$ cat src/rtl/lsu_pkg.sv
// Shared definitions for the load/store unit: MemOp encodings, FSM states
// and the store-side lane helpers.
package lsu_pkg;

    localparam logic [2:0] OP_B  = 3'b000;
    localparam logic [2:0] OP_H  = 3'b001;
    localparam logic [2:0] OP_W  = 3'b010;
    localparam logic [2:0] OP_BU = 3'b100;
    localparam logic [2:0] OP_HU = 3'b101;

    typedef enum logic [1:0] {
        S_IDLE,
        S_REQ,
        S_WAIT,
        S_RESP
    } lsu_state_e;

    // op[1:0] carries the access size; op[2] only selects zero-extension
    function automatic logic is_misaligned(logic [2:0] op, logic [1:0] off);
        logic mis;
        case (op[1:0])
            2'b00:   mis = 1'b0;
            2'b01:   mis = off[0];
            default: mis = (off != 2'b00);
        endcase
        return mis;
    endfunction

    function automatic logic [3:0] store_mask(logic [2:0] op, logic [1:0] off);
        logic [3:0] m;
        case (op[1:0])
            2'b00:   m = 4'b0001 << off;
            2'b01:   m = 4'b0011 << off;
            default: m = 4'b1111;
        endcase
        return m;
    endfunction

    function automatic logic [31:0] store_data(logic [2:0] op, logic [31:0] wd);
        logic [31:0] d;
        case (op[1:0])
            2'b00:   d = {4{wd[7:0]}};
            2'b01:   d = {2{wd[15:0]}};
            default: d = wd;
        endcase
        return d;
    endfunction

endpackage

$ cat src/rtl/lsu_if.sv
// Core-side request/response and memory-side bus bundles for the LSU.
interface lsu_core_if #(
    parameter int ADDR_W = 32
);
    logic              req_valid;
    logic              req_ready;
    logic              MemRd;
    logic              MemWr;
    logic [2:0]        MemOp;
    logic [ADDR_W-1:0] addr;
    logic [31:0]       wdata;
    logic              resp_valid;
    logic [31:0]       rdata;
    logic              misalign;

    modport master (
        output req_valid, MemRd, MemWr, MemOp, addr, wdata,
        input  req_ready, resp_valid, rdata, misalign
    );
    modport slave (
        input  req_valid, MemRd, MemWr, MemOp, addr, wdata,
        output req_ready, resp_valid, rdata, misalign
    );
endinterface

interface lsu_bus_if #(
    parameter int ADDR_W = 32
);
    logic              bus_req;
    logic              bus_we;
    logic [ADDR_W-1:0] bus_addr;
    logic [3:0]        bus_wmask;
    logic [31:0]       bus_wdata;
    logic              bus_gnt;
    logic              bus_rvalid;
    logic [31:0]       bus_rdata;

    modport master (
        output bus_req, bus_we, bus_addr, bus_wmask, bus_wdata,
        input  bus_gnt, bus_rvalid, bus_rdata
    );
    modport slave (
        input  bus_req, bus_we, bus_addr, bus_wmask, bus_wdata,
        output bus_gnt, bus_rvalid, bus_rdata
    );
endinterface

$ cat src/rtl/lsu_load_ext.sv
// Load lane select and sign/zero extension of a fetched 32-bit word.
module lsu_load_ext
    import lsu_pkg::*;
(
    input  logic [31:0] word_i,
    input  logic [2:0]  op_i,
    input  logic [1:0]  off_i,
    output logic [31:0] data_o
);

    logic [7:0]  byte_sel;
    logic [15:0] half_sel;

    always_comb begin
        case (off_i)
            2'd0:    byte_sel = word_i[7:0];
            2'd1:    byte_sel = word_i[15:8];
            2'd2:    byte_sel = word_i[23:16];
            default: byte_sel = word_i[31:24];
        endcase
        half_sel = off_i[1] ? word_i[31:16] : word_i[15:0];
    end

    always_comb begin
        case (op_i[1:0])
            2'b00: data_o = op_i[2] ? {24'h0, byte_sel}
                                    : {{24{byte_sel[7]}}, byte_sel};
            2'b01: data_o = op_i[2] ? {16'h0, half_sel}
                                    : {{16{half_sel[15]}}, half_sel};
            default: data_o = word_i;
        endcase
    end

endmodule

$ cat src/rtl/load_store_unit.sv
// Single-outstanding load/store unit: one core access at a time, word bus
// with registered request signals and a one-cycle completion pulse.
module load_store_unit
    import lsu_pkg::*;
#(
    parameter int ADDR_W = 32
) (
    input  logic       clk,
    input  logic       rst,
    lsu_core_if.slave  core,
    lsu_bus_if.master  bus
);

    lsu_state_e        state_q, state_d;
    logic [2:0]        op_q, op_d;
    logic [1:0]        off_q, off_d;
    logic [31:0]       rdata_q, rdata_d;
    logic              misalign_q, misalign_d;
    logic              bus_req_q, bus_req_d;
    logic              bus_we_q, bus_we_d;
    logic [ADDR_W-1:0] bus_addr_q, bus_addr_d;
    logic [3:0]        bus_wmask_q, bus_wmask_d;
    logic [31:0]       bus_wdata_q, bus_wdata_d;

    logic              req_ready;
    logic              resp_valid;
    logic              is_access;
    logic [31:0]       ext_data;

    lsu_load_ext u_load_ext (
        .word_i (bus.bus_rdata),
        .op_i   (op_q),
        .off_i  (off_q),
        .data_o (ext_data)
    );

    assign is_access = core.MemRd | core.MemWr;

    always_comb begin
        state_d     = state_q;
        op_d        = op_q;
        off_d       = off_q;
        rdata_d     = rdata_q;
        misalign_d  = misalign_q;
        bus_req_d   = bus_req_q;
        bus_we_d    = bus_we_q;
        bus_addr_d  = bus_addr_q;
        bus_wmask_d = bus_wmask_q;
        bus_wdata_d = bus_wdata_q;
        req_ready   = 1'b0;
        resp_valid  = 1'b0;

        case (state_q)
            S_IDLE: begin
                req_ready = 1'b1;
                if (core.req_valid) begin
                    op_d       = core.MemOp;
                    off_d      = core.addr[1:0];
                    bus_we_d   = core.MemWr;
                    misalign_d = 1'b0;
                    if (!is_access) begin
                        state_d = S_RESP;
                    end else if (is_misaligned(core.MemOp, core.addr[1:0])) begin
                        misalign_d = 1'b1;
                        state_d    = S_RESP;
                    end else begin
                        bus_req_d   = 1'b1;
                        bus_addr_d  = {core.addr[ADDR_W-1:2], 2'b00};
                        bus_wmask_d = core.MemWr ? store_mask(core.MemOp, core.addr[1:0])
                                                 : 4'b0000;
                        bus_wdata_d = core.MemWr ? store_data(core.MemOp, core.wdata)
                                                 : 32'h0;
                        state_d     = S_REQ;
                    end
                end
            end
            S_REQ: begin
                if (bus.bus_gnt) begin
                    bus_req_d = 1'b0;
                    state_d   = bus_we_q ? S_RESP : S_WAIT;
                end
            end
            S_WAIT: begin
                if (bus.bus_rvalid) begin
                    rdata_d = ext_data;
                    state_d = S_RESP;
                end
            end
            S_RESP: begin
                resp_valid = 1'b1;
                state_d    = S_IDLE;
            end
            default: state_d = S_IDLE;
        endcase
    end

    always_ff @(posedge clk or posedge rst) begin
        if (rst) begin
            state_q     <= S_IDLE;
            op_q        <= OP_W;
            off_q       <= 2'b00;
            rdata_q     <= 32'h0;
            misalign_q  <= 1'b0;
            bus_req_q   <= 1'b0;
            bus_we_q    <= 1'b0;
            bus_addr_q  <= '0;
            bus_wmask_q <= 4'b0000;
            bus_wdata_q <= 32'h0;
        end else begin
            state_q     <= state_d;
            op_q        <= op_d;
            off_q       <= off_d;
            rdata_q     <= rdata_d;
            misalign_q  <= misalign_d;
            bus_req_q   <= bus_req_d;
            bus_we_q    <= bus_we_d;
            bus_addr_q  <= bus_addr_d;
            bus_wmask_q <= bus_wmask_d;
            bus_wdata_q <= bus_wdata_d;
        end
    end

    assign core.req_ready  = req_ready;
    assign core.resp_valid = resp_valid;
    assign core.rdata      = rdata_q;
    assign core.misalign   = misalign_q;

    assign bus.bus_req     = bus_req_q;
    assign bus.bus_we      = bus_we_q;
    assign bus.bus_addr    = bus_addr_q;
    assign bus.bus_wmask   = bus_wmask_q;
    assign bus.bus_wdata   = bus_wdata_q;

endmodule

$ cat src/flat_wrapper.sv
// flat-port wrapper written by rule: the top's interface ports become plain ports
module load_store_unit_flat import lsu_pkg::*;
#(
    parameter int ADDR_W = 32
)
  (clk, rst, core_req_valid, core_MemRd, core_MemWr, core_MemOp, core_addr, core_wdata, core_req_ready, core_resp_valid, core_rdata, core_misalign, bus_bus_req, bus_bus_we, bus_bus_addr, bus_bus_wmask, bus_bus_wdata, bus_bus_gnt, bus_bus_rvalid, bus_bus_rdata);
  lsu_core_if #(.ADDR_W(ADDR_W)) core_i ();
  lsu_bus_if #(.ADDR_W(ADDR_W)) bus_i ();
  input  logic clk;
  input  logic rst;
  input wire logic [$bits(core_i.req_valid)-1:0] core_req_valid;
  input wire logic [$bits(core_i.MemRd)-1:0] core_MemRd;
  input wire logic [$bits(core_i.MemWr)-1:0] core_MemWr;
  input wire logic [$bits(core_i.MemOp)-1:0] core_MemOp;
  input wire logic [$bits(core_i.addr)-1:0] core_addr;
  input wire logic [$bits(core_i.wdata)-1:0] core_wdata;
  output wire logic [$bits(core_i.req_ready)-1:0] core_req_ready;
  output wire logic [$bits(core_i.resp_valid)-1:0] core_resp_valid;
  output wire logic [$bits(core_i.rdata)-1:0] core_rdata;
  output wire logic [$bits(core_i.misalign)-1:0] core_misalign;
  output wire logic [$bits(bus_i.bus_req)-1:0] bus_bus_req;
  output wire logic [$bits(bus_i.bus_we)-1:0] bus_bus_we;
  output wire logic [$bits(bus_i.bus_addr)-1:0] bus_bus_addr;
  output wire logic [$bits(bus_i.bus_wmask)-1:0] bus_bus_wmask;
  output wire logic [$bits(bus_i.bus_wdata)-1:0] bus_bus_wdata;
  input wire logic [$bits(bus_i.bus_gnt)-1:0] bus_bus_gnt;
  input wire logic [$bits(bus_i.bus_rvalid)-1:0] bus_bus_rvalid;
  input wire logic [$bits(bus_i.bus_rdata)-1:0] bus_bus_rdata;
  assign core_i.req_valid = core_req_valid;
  assign core_i.MemRd = core_MemRd;
  assign core_i.MemWr = core_MemWr;
  assign core_i.MemOp = core_MemOp;
  assign core_i.addr = core_addr;
  assign core_i.wdata = core_wdata;
  assign core_req_ready = core_i.req_ready;
  assign core_resp_valid = core_i.resp_valid;
  assign core_rdata = core_i.rdata;
  assign core_misalign = core_i.misalign;
  assign bus_bus_req = bus_i.bus_req;
  assign bus_bus_we = bus_i.bus_we;
  assign bus_bus_addr = bus_i.bus_addr;
  assign bus_bus_wmask = bus_i.bus_wmask;
  assign bus_bus_wdata = bus_i.bus_wdata;
  assign bus_i.bus_gnt = bus_bus_gnt;
  assign bus_i.bus_rvalid = bus_bus_rvalid;
  assign bus_i.bus_rdata = bus_bus_rdata;
  load_store_unit #(.ADDR_W(ADDR_W)) u_core (.clk(clk), .rst(rst), .core(core_i), .bus(bus_i));
endmodule
$ cat config.mk
export PLATFORM = sky130hd
export DESIGN_NAME = load_store_unit_flat
export DESIGN_NICKNAME = d
export VERILOG_FILES = /design/src/rtl/lsu_pkg.sv /design/src/rtl/lsu_if.sv /design/src/rtl/lsu_load_ext.sv /design/src/rtl/load_store_unit.sv /design/src/flat_wrapper.sv
export SDC_FILE = /design/constraint.sdc
export NUM_CORES = 1
export LEC_CHECK = 0
export ABC_AREA = 1
export BUFFER_PORTS_ARGS = -buffer_cell sky130_fd_sc_hd__buf_4
export CORE_MARGIN = 3
export CORE_UTILIZATION = 50
export CTS_CLUSTER_DIAMETER = 200
export DETAILED_ROUTE_END_ITERATION = 8
export MAX_ROUTING_LAYER = met4
export PLACE_DENSITY = 0.82
export SYNTH_ARGS = -nofsm -noshare
export SYNTH_HDL_FRONTEND = slang
export SYNTH_SLANG_ARGS = --single-unit
$ cat constraint.sdc
create_clock -name clk -period 6.8 [get_ports clk]
set_input_delay 1.02 -clock clk [delete_from_list [all_inputs] [get_ports clk]]
set_output_delay 1.02 -clock clk [all_outputs]
set_load 0.02 [all_outputs]
==> results of run 1 <==
## worst min-delay path: cells and delay by family, from the launching register on
kind,cells,cell delay [ns]
DFF,1,0.36
and+or+nand+nor,2,0.10
## worst paths after layout
check / slack (ns) / start / cells after the start / end
max in group asynchronous: 4.89 / rst / 3 / u_core.bus.bus_wdata[1]
worst max register to register: 3.85 / u_core.state_q[0] / 9 / u_core.bus.bus_wdata[7]
worst min-delay path: 0.49 / u_core.bus.bus_wdata[21] / 2 / u_core.bus.bus_wdata[21]
worst max-delay path: 3.75 / core_MemOp[0] / 9 / u_core.bus.bus_wdata[7]
worst min register to register: 0.49 / u_core.bus.bus_wdata[21] / 2 / u_core.bus.bus_wdata[21]
min in group asynchronous: 0.67 / rst / 2 / u_core.bus.bus_addr[14]
## sequential cells by signal, summed over array words and instances (netlist names)
register	count
u_core.bus.bus_we	1
u_core.off_q	2
u_core.op_q	3
u_core.bus.bus_addr	30
u_core.core.misalign	1
u_core.bus.bus_wdata	32
u_core.state_q	2
u_core.core.rdata	32
u_core.bus.bus_wmask	4
u_core.bus.bus_req	1
## layout by cell type, fill, tap and decap left out, drive strengths merged
| master | instances |
|---|---|
| nand2 | 307 |
| buf | 211 |
| dfrtp | 107 |
| inv | 45 |
| a21oi | 44 |
| o21ai | 43 |
| nor2 | 39 |
| nand3 | 31 |
| or2 | 16 |
| o22ai | 10 |
| clkbuf | 9 |
| o31ai | 8 |
| ha | 5 |
| clkinv | 4 |
| conb | 2 |
| a22o | 1 |
| o21bai | 1 |
| a31oi | 1 |
| o211ai | 1 |
| bufinv | 1 |
| dfstp | 1 |
## cell type report
cell class | instances | share of cell area
clock buffers | 9 | 0.0175
multi-input cells | 509 | 0.316
repair buffers | 211 | 0.224
clock inverters | 7 | 0.0126
well taps | 136 | 0.0241
flip-flops and latches | 108 | 0.382
inverters | 43 | 0.0232
## routing by layer
layer | track usage | routed length, µm
met5 | - | 0
met4 | 0.0712 | 282
met3 | 0.0570 | 1540
met2 | 0.411 | 7510
met1 | 0.349 | 6340
## report_power, final
group          total [mW]  internal, mW  leakage [nW]  switching, mW
Clock               0.421         0.179         0.109          0.242
Combinational        1.57         0.653          2.50          0.917
Sequential           1.17         0.932          1.35          0.241
Total                3.16          1.76          3.96           1.40
## through the flow
step | std cells | cell area, µm² | hold slack (ns) | utilization
3_3_place_gp | 1007 | 6860 | 0.465 | 0.662
6_report | 1023 | 7070 | 0.492 | 0.682
4_1_cts | 1023 | 7070 | 0.499 | 0.682
3_5_place_dp | 1007 | 6860 | 0.470 | 0.662
5_1_grt | 1023 | 7070 | 0.517 | 0.682
2_1_floorplan | 702 | 5360 | 0.513 | -
## cell families (layout without fill, tap and decap cells)
logic type,after synthesis,count (layout),synth area share
adders and majority gates,5,5,0.0117
buffers and inverters,85,270,0.0778
AOI/OAI and AO/OA,109,109,0.111
other,1,2,0.000700
and+or+nand+nor,393,393,0.294
DFF,108,108,0.505
## synthesized netlist by cell type, types with 3 or more instances
library cell and number:
nand2_1 306, dfrtp_1 107, a21oi_1 43, o21ai_0 42
inv_1 39, nor2_1 37, nand3_1 28, buf_4 18
or2_2 16, buf_2 12, o22ai_1 10, clkbuf_1 9
o31ai_1 8, ha_1 5, inv_2 3, nand3_2 3
==> results.txt, run 1 <==
outcome - finished, final reports clean
GP Congestion - 0.887
part of the cycle the worst path needs - 0.449
Critical Path AT - 3.36 ns
number of port buffers - 208
CTS buffer count - 9
final setup violation count - 0
die span in y - 109 µm
Die ar. - 12000 µm²
max_slew headroom - 0.199
vias in the first global route - 4957
PD cells - 447 nW/µm²
GRT Util Overall - 0.263
fin nets - 993
#FFs+latches synth - 108
clock sink count - 108
Power Total - 3.16 mW
total wire length - 15.7 mm
crit path kind - input port to flip-flop
critical path, cell by cell - buf_4 > inv_1 > nor2_1 > nand2_1 > nand3_2 > buf_4 > nor2_1 > nand2_1 > nand2_1
Fmax - 328 MHz
CP startpoint kind - input port
Period minus WS final - 3.05 ns
Sum Neg Setup Slack - 0 ns
drt first pass iters - 5
Crit-path slowest cell - nor2_1
Hold Path Class - flip-flop to flip-flop
worst path required time - 7.11 ns
Skew-Pair Late Insertion Delay - 0.38 ns
Bufs on Longest Clock Path - 2
Worst Setup End Kind - flip-flop
largest net degree at the start of global routing - 79
grt total ovfl - 0
routed length per placed instance - 15.3 µm
Slew Limit Fails - 0
Final Hold Violating Endpoints - 0
Clock transition at path regs - 0.09 ns
LEAKAGE - 3.96 nW
total of max-cap violations - 0
dpl hpwl - 11.5 mm
largest area contributor in the netlist - dfrtp_1
row count - 37
IR drop worst, VDD - 0.225 mV
# Post-CTS Setup Buffers - 0
Residual DRC - 0
Via Count - 5284
RSZ-0062 raised after global routing - false
synth warn - 0
Die W - 109 µm
clk_skew - 0.0123 ns
Root Buffer - clkbuf_8
post-synth cell types - 29
multi-input logic area - 2240 µm²
Ports - 211
Avg Vias per Cell - 5.17
layout cells sized above 1 - 0.287
pre-CTS worst setup slack - 3.36 ns
worst-path fanout max - 78
slew at the pin closest to its max-slew limit - 1.20 ns
synthesis-to-layout area growth - 32.1%
Iter 0 DRT Violations - 398
top cells by area, synth - dfrtp_1, nand2_1, a21oi_1
Post-synth EDFFs - 0
Final ANT Viol Nets - 0
CP delay by family, top - simple AND/OR/NAND/NOR gates
CP max stage delay - 1.00 ns
Syn Inst Count - 701
# diodes - 0
fill count - 885
top-area cell type share of the netlist area - 0.500
Top FF cell, synth - dfrtp_1
worst path bufs/invs - 3
critical path's most frequent cell - nand2_1
first-pass GRT wire length - 23.9 mm
Syn Std Cell Area - 5360 µm²
ys async rst share - 1.00
Core Area - 10400 µm²
post-cts resize count - 0
sequential share of the synthesized area - 0.505
initial antenna violation count - 0
Post-CTS Hold Buffers - 0
sequential cell area - 2700 µm²
H-tree levels - 3
initial core utilization - 0.516
post-route setup slack - 3.75 ns
CTS tree - yes
average size of a mapped cell - 7.64 µm²
Power figures use the tool's default switching activity.
==> run 2: changes to the inputs <==
--- a/config.mk
+++ b/config.mk
@@ -5,14 +5,14 @@
 export SDC_FILE = /design/constraint.sdc
 export NUM_CORES = 1
 export LEC_CHECK = 0
-export ABC_AREA = 1
+export ABC_AREA = 0
 export BUFFER_PORTS_ARGS = -buffer_cell sky130_fd_sc_hd__buf_4
 export CORE_MARGIN = 3
-export CORE_UTILIZATION = 50
+export CORE_UTILIZATION = 49
 export CTS_CLUSTER_DIAMETER = 200
 export DETAILED_ROUTE_END_ITERATION = 8
 export MAX_ROUTING_LAYER = met4
-export PLACE_DENSITY = 0.82
+export PLACE_DENSITY = 0.81
 export SYNTH_ARGS = -nofsm -noshare
 export SYNTH_HDL_FRONTEND = slang
 export SYNTH_SLANG_ARGS = --single-unit
==> constraint.sdc (replaced) <==
create_clock -name clk -period 2.84 [get_ports clk]
set_input_delay 0.426 -clock clk [delete_from_list [all_inputs] [get_ports clk]]
set_output_delay 0.426 -clock clk [all_outputs]
set_load 0.02 [all_outputs]
==> run 2 against run 1 <==
Largest cell class unchanged. First-iteration DRC count fell by 36%. Count of clock-buffer cells in the layout grew 1. Synthesized cell count decreased by 18%. Total power up 130%. Clock power is 130% higher. Core utilization is 1.4 points higher. Critical path type is now flip-flop to flip-flop. Synthesized area fell by 3.8%. Register-to-register slack lost 3.2 ns. Final cell count decreased by 12%. Combinational power grew 130%. Design area fell by 1.6%.
==> results.txt, run 2 <==
top-area cell type share of the netlist area - 0.520 (+0.0198)
post-synth cell types - 39 (+34%)
CP startpoint kind - flip-flop
Commonest cells post-synth - nand2_1, dfrtp_1, a21oi_1, nand3_1, mux2_2
Die W - 109 µm (-0.88%)
non-filler cells in the finished layout - 897 (-12%)
Period minus WS final - 2.24 ns
placed insts - 881 (-13%)
Worst Setup SP - u_core.state_q[0]
Post-CTS Hold Buffers - 0 (unchanged)
dpl cell area - 6750 µm² (-1.6%)
fill count - 805 (-9.0%)
layout cells sized above 1 - 0.344 (+0.0568)
final setup violation count - 0 (unchanged)
GRT Util Overall - 0.259 (-0.00341)
final cell utilization of the core - 0.696 (+0.0140)
commonest cells after routing, fill and taps aside - buf_4, nand2_1, dfrtp_1
Fmax - 447 MHz
Crit-path slowest cell - dfrtp_1
worst-path fanout max - 46 (-41%)
part of the cycle the worst path needs - 0.788
Worst Setup End Kind - flip-flop
Avg Vias per Cell - 5.37 (+3.9%)
number of port buffers - 208 (unchanged)
drt first pass iters - 5 (unchanged)
Post-synth EDFFs - 0 (unchanged)
worst path required time - 3.11 ns (-4.00 ns)
critical path's most frequent cell - nand2_1
combinational power share - 0.485 (-0.011)
Hold Path Class - input port to asynchronous set/reset pin
Top FF cell, synth - dfrtp_1
routed length per placed instance - 16.4 µm (+7.1%)
clock sink count - 108 (unchanged)
ys async rst share - 1.00 (unchanged)
Clk pwr share - 0.134 (about the same)
synthesis-to-layout area growth - 35.1%
Via Count - 4816 (-8.9%)
# diodes - 0 (unchanged)
Syn Inst Count - 572 (-18%)
average size of a mapped cell - 9.01 µm² (+18%)
Skew-Pair Late Insertion Delay - 0.38 ns (about the same)
most frequent cell after synthesis - nand2_1
largest area contributor in the netlist - dfrtp_1
Critical Path AT - 2.51 ns (-0.85 ns)
initial core utilization - 0.515 (-0.00127)
max_slew headroom - 0.467 (+0.268)
largest net degree at the start of global routing - 109 (+38%)
critical path, cell by cell - inv_1 > ha_1 > and2_1 > o221ai_4 > buf_4 > nand2_1 > nand2_1
FF-to-FF path depth - 7 (-2)
Final Hold Violating Endpoints - 0 (unchanged)
Critical Path Stages - 7 (-2)
dpl hpwl - 10.7 mm (-6.4%)
CTS buffer count - 9 (unchanged)
top cells by area, synth - dfrtp_1, nand2_1, mux2_2
most common cell after layout, fill and taps aside - buf_4
Post-Synth Adder-Cell Area - 0.0121 (+0.000463)
Internal - 4.23 mW (+140%)
CP delay by family, top - simple AND/OR/NAND/NOR gates
grt total ovfl - 0 (unchanged)
Root Buffer - clkbuf_8
Clock transition at path regs - 0.10 ns (about the same)
worst hold slack - 0.206 ns (-0.285 ns)
die span in y - 109 µm (-0.88%)
outcome - finished, final reports clean
Slew Limit Fails - 0 (unchanged)
crit path kind - flip-flop to flip-flop
initial antenna violation count - 0 (unchanged)
#FFs+latches synth - 108 (unchanged)
Bufs on Longest Clock Path - 2 (unchanged)
fin nets - 870 (-12%)
Residual DRC - 0 (unchanged)
net load switching power - 3.17 mW (+130%)
slew at the pin closest to its max-slew limit - 0.800 ns (-0.397 ns)
H-tree levels - 3 (unchanged)
Final ANT Viol Nets - 0 (unchanged)
Die ar. - 11800 µm² (-1.7%)
row count - 36 (-2.7%)
post-cts resize count - 0 (unchanged)
CP max stage delay - 0.41 ns (-0.59 ns)
Worst R2R Start - u_core.state_q[0]
largest family of logic cells by synthesized area - simple AND/OR/NAND/NOR gates
R2R Setup Slk - 0.60 ns (-3.25 ns)
CTS tree - yes
Ports - 211 (unchanged)
Syn Std Cell Area - 5150 µm² (-3.8%)
# Post-CTS Setup Buffers - 0 (unchanged)
PD cells - 1060 nW/µm² (+140%)
Core Area - 10000 µm² (-3.6%)
GP Congestion - 0.899 (+1.3%)
IR drop worst, VDD - 0.623 mV (+180%)
first-pass GRT wire length - 23.0 mm (-3.7%)
post-synthesis mux area share - 0.0845 (+0.0845)
vias in the first global route - 4657 (-6.1%)
sequential share of the synthesized area - 0.525 (+0.0200)
Sw Ratio - 0.429 (-0.0135)
LEAKAGE - 3.59 nW (-9.3%)
simple-gate share of the synthesized area - 0.225 (-0.0690)
Sum Neg Setup Slack - 0 ns (unchanged)
synth warn - 0 (unchanged)
clk_skew - 0.00972 ns (-0.00256 ns)
worst path bufs/invs - 2 (-1)
Iter 0 DRT Violations - 254 (-36%)
total of max-cap violations - 0 (unchanged)
Synth Area in Compound Gates - 0.108 (-0.00243)
total wire length - 14.7 mm (-6.1%)
Reg power frac - 0.381 (+0.010)
RSZ-0062 raised after global routing - false
final instance area - 6960 µm² (-1.6%)
Crit Reg-Reg Endpoint - u_core.bus.bus_addr[11]
post-synthesis xor/xnor area fraction - 0 (unchanged)
-- run 2: changes by cell type after synthesis, sizes merged, moves of 7 or more --
cell    change
nand2     -103
inv        -35
mux2       +28
o21ai      -19
or2        -15
mux2i      +12
nor2       -11
a21oi      -10
buf         -7
nand3b      +7
-- run 2: cell type report --
| class | instances | area, µm² | area share |
|---|---|---|---|
| multi-input cells | 421 | 2230 | 0.321 |
| flip-flops and latches | 108 | 2700 | 0.388 |
| repair buffers | 212 | 1620 | 0.232 |
| inverters | 7 | 30.0 | 0.00431 |
| well taps | 133 | 166 | 0.0239 |
| clock buffers | 10 | 138 | 0.0198 |
| clock inverters | 6 | 71.3 | 0.0102 |
-- run 2: metal layers --
metal | GRT usage | up-vias | wire (µm)
met1 | 0.312 | 2263 | 5640
li1 | - | 2263 | -
met3 | 0.0669 | 29 | 1540
met4 | 0.0920 | 0 | 329
met5 | - | - | 0
met2 | 0.423 | 261 | 7200
-- run 2: per-stage QoR --
stage	total power, mW	setup slack, ns
floorplan	4.84	1.05
global placement	6.36	0.728
detailed placement	6.46	0.606
CTS	7.45	0.586
global route	7.89	0.326
finish	7.40	0.601
-- run 2: worst reg2reg max path, delay by kind of cell (launching register included) --
family / cells / cell delay [ns]
buf+inv: 2 / 0.55
fa+ha+maj: 1 / 0.22
compound gates: 1 / 0.37
flops: 1 / 0.41
simple gates: 3 / 0.59
-- run 2: kinds of logic after synthesis --
logic type	after synthesis
compound gates	91
other cells	1
buf+inv	44
simple gates	283
mux	40
fa+ha+maj	5
flops	108
-- run 2: worst max path at each step --
stage                                to  slack, ns
2_1_floorplan  u_core.bus.bus_wdata[24]       1.05
3_3_place_gp    u_core.bus.bus_addr[22]       0.73
3_5_place_dp    u_core.bus.bus_addr[11]       0.61
4_1_cts         u_core.bus.bus_addr[11]       0.59
5_1_grt        u_core.bus.bus_wdata[19]       0.33
6_report        u_core.bus.bus_addr[11]       0.60
-- run 2: power groups by stage --
stage	sequential [mW]	combinational, mW	clock [mW]
final	2.82	3.59	0.988
after global routing	2.91	3.90	1.07
after CTS	2.82	3.63	1.01
after detailed placement	2.83	3.63	0
after global placement	2.82	3.54	0
after floorplan	3.48	1.36	0
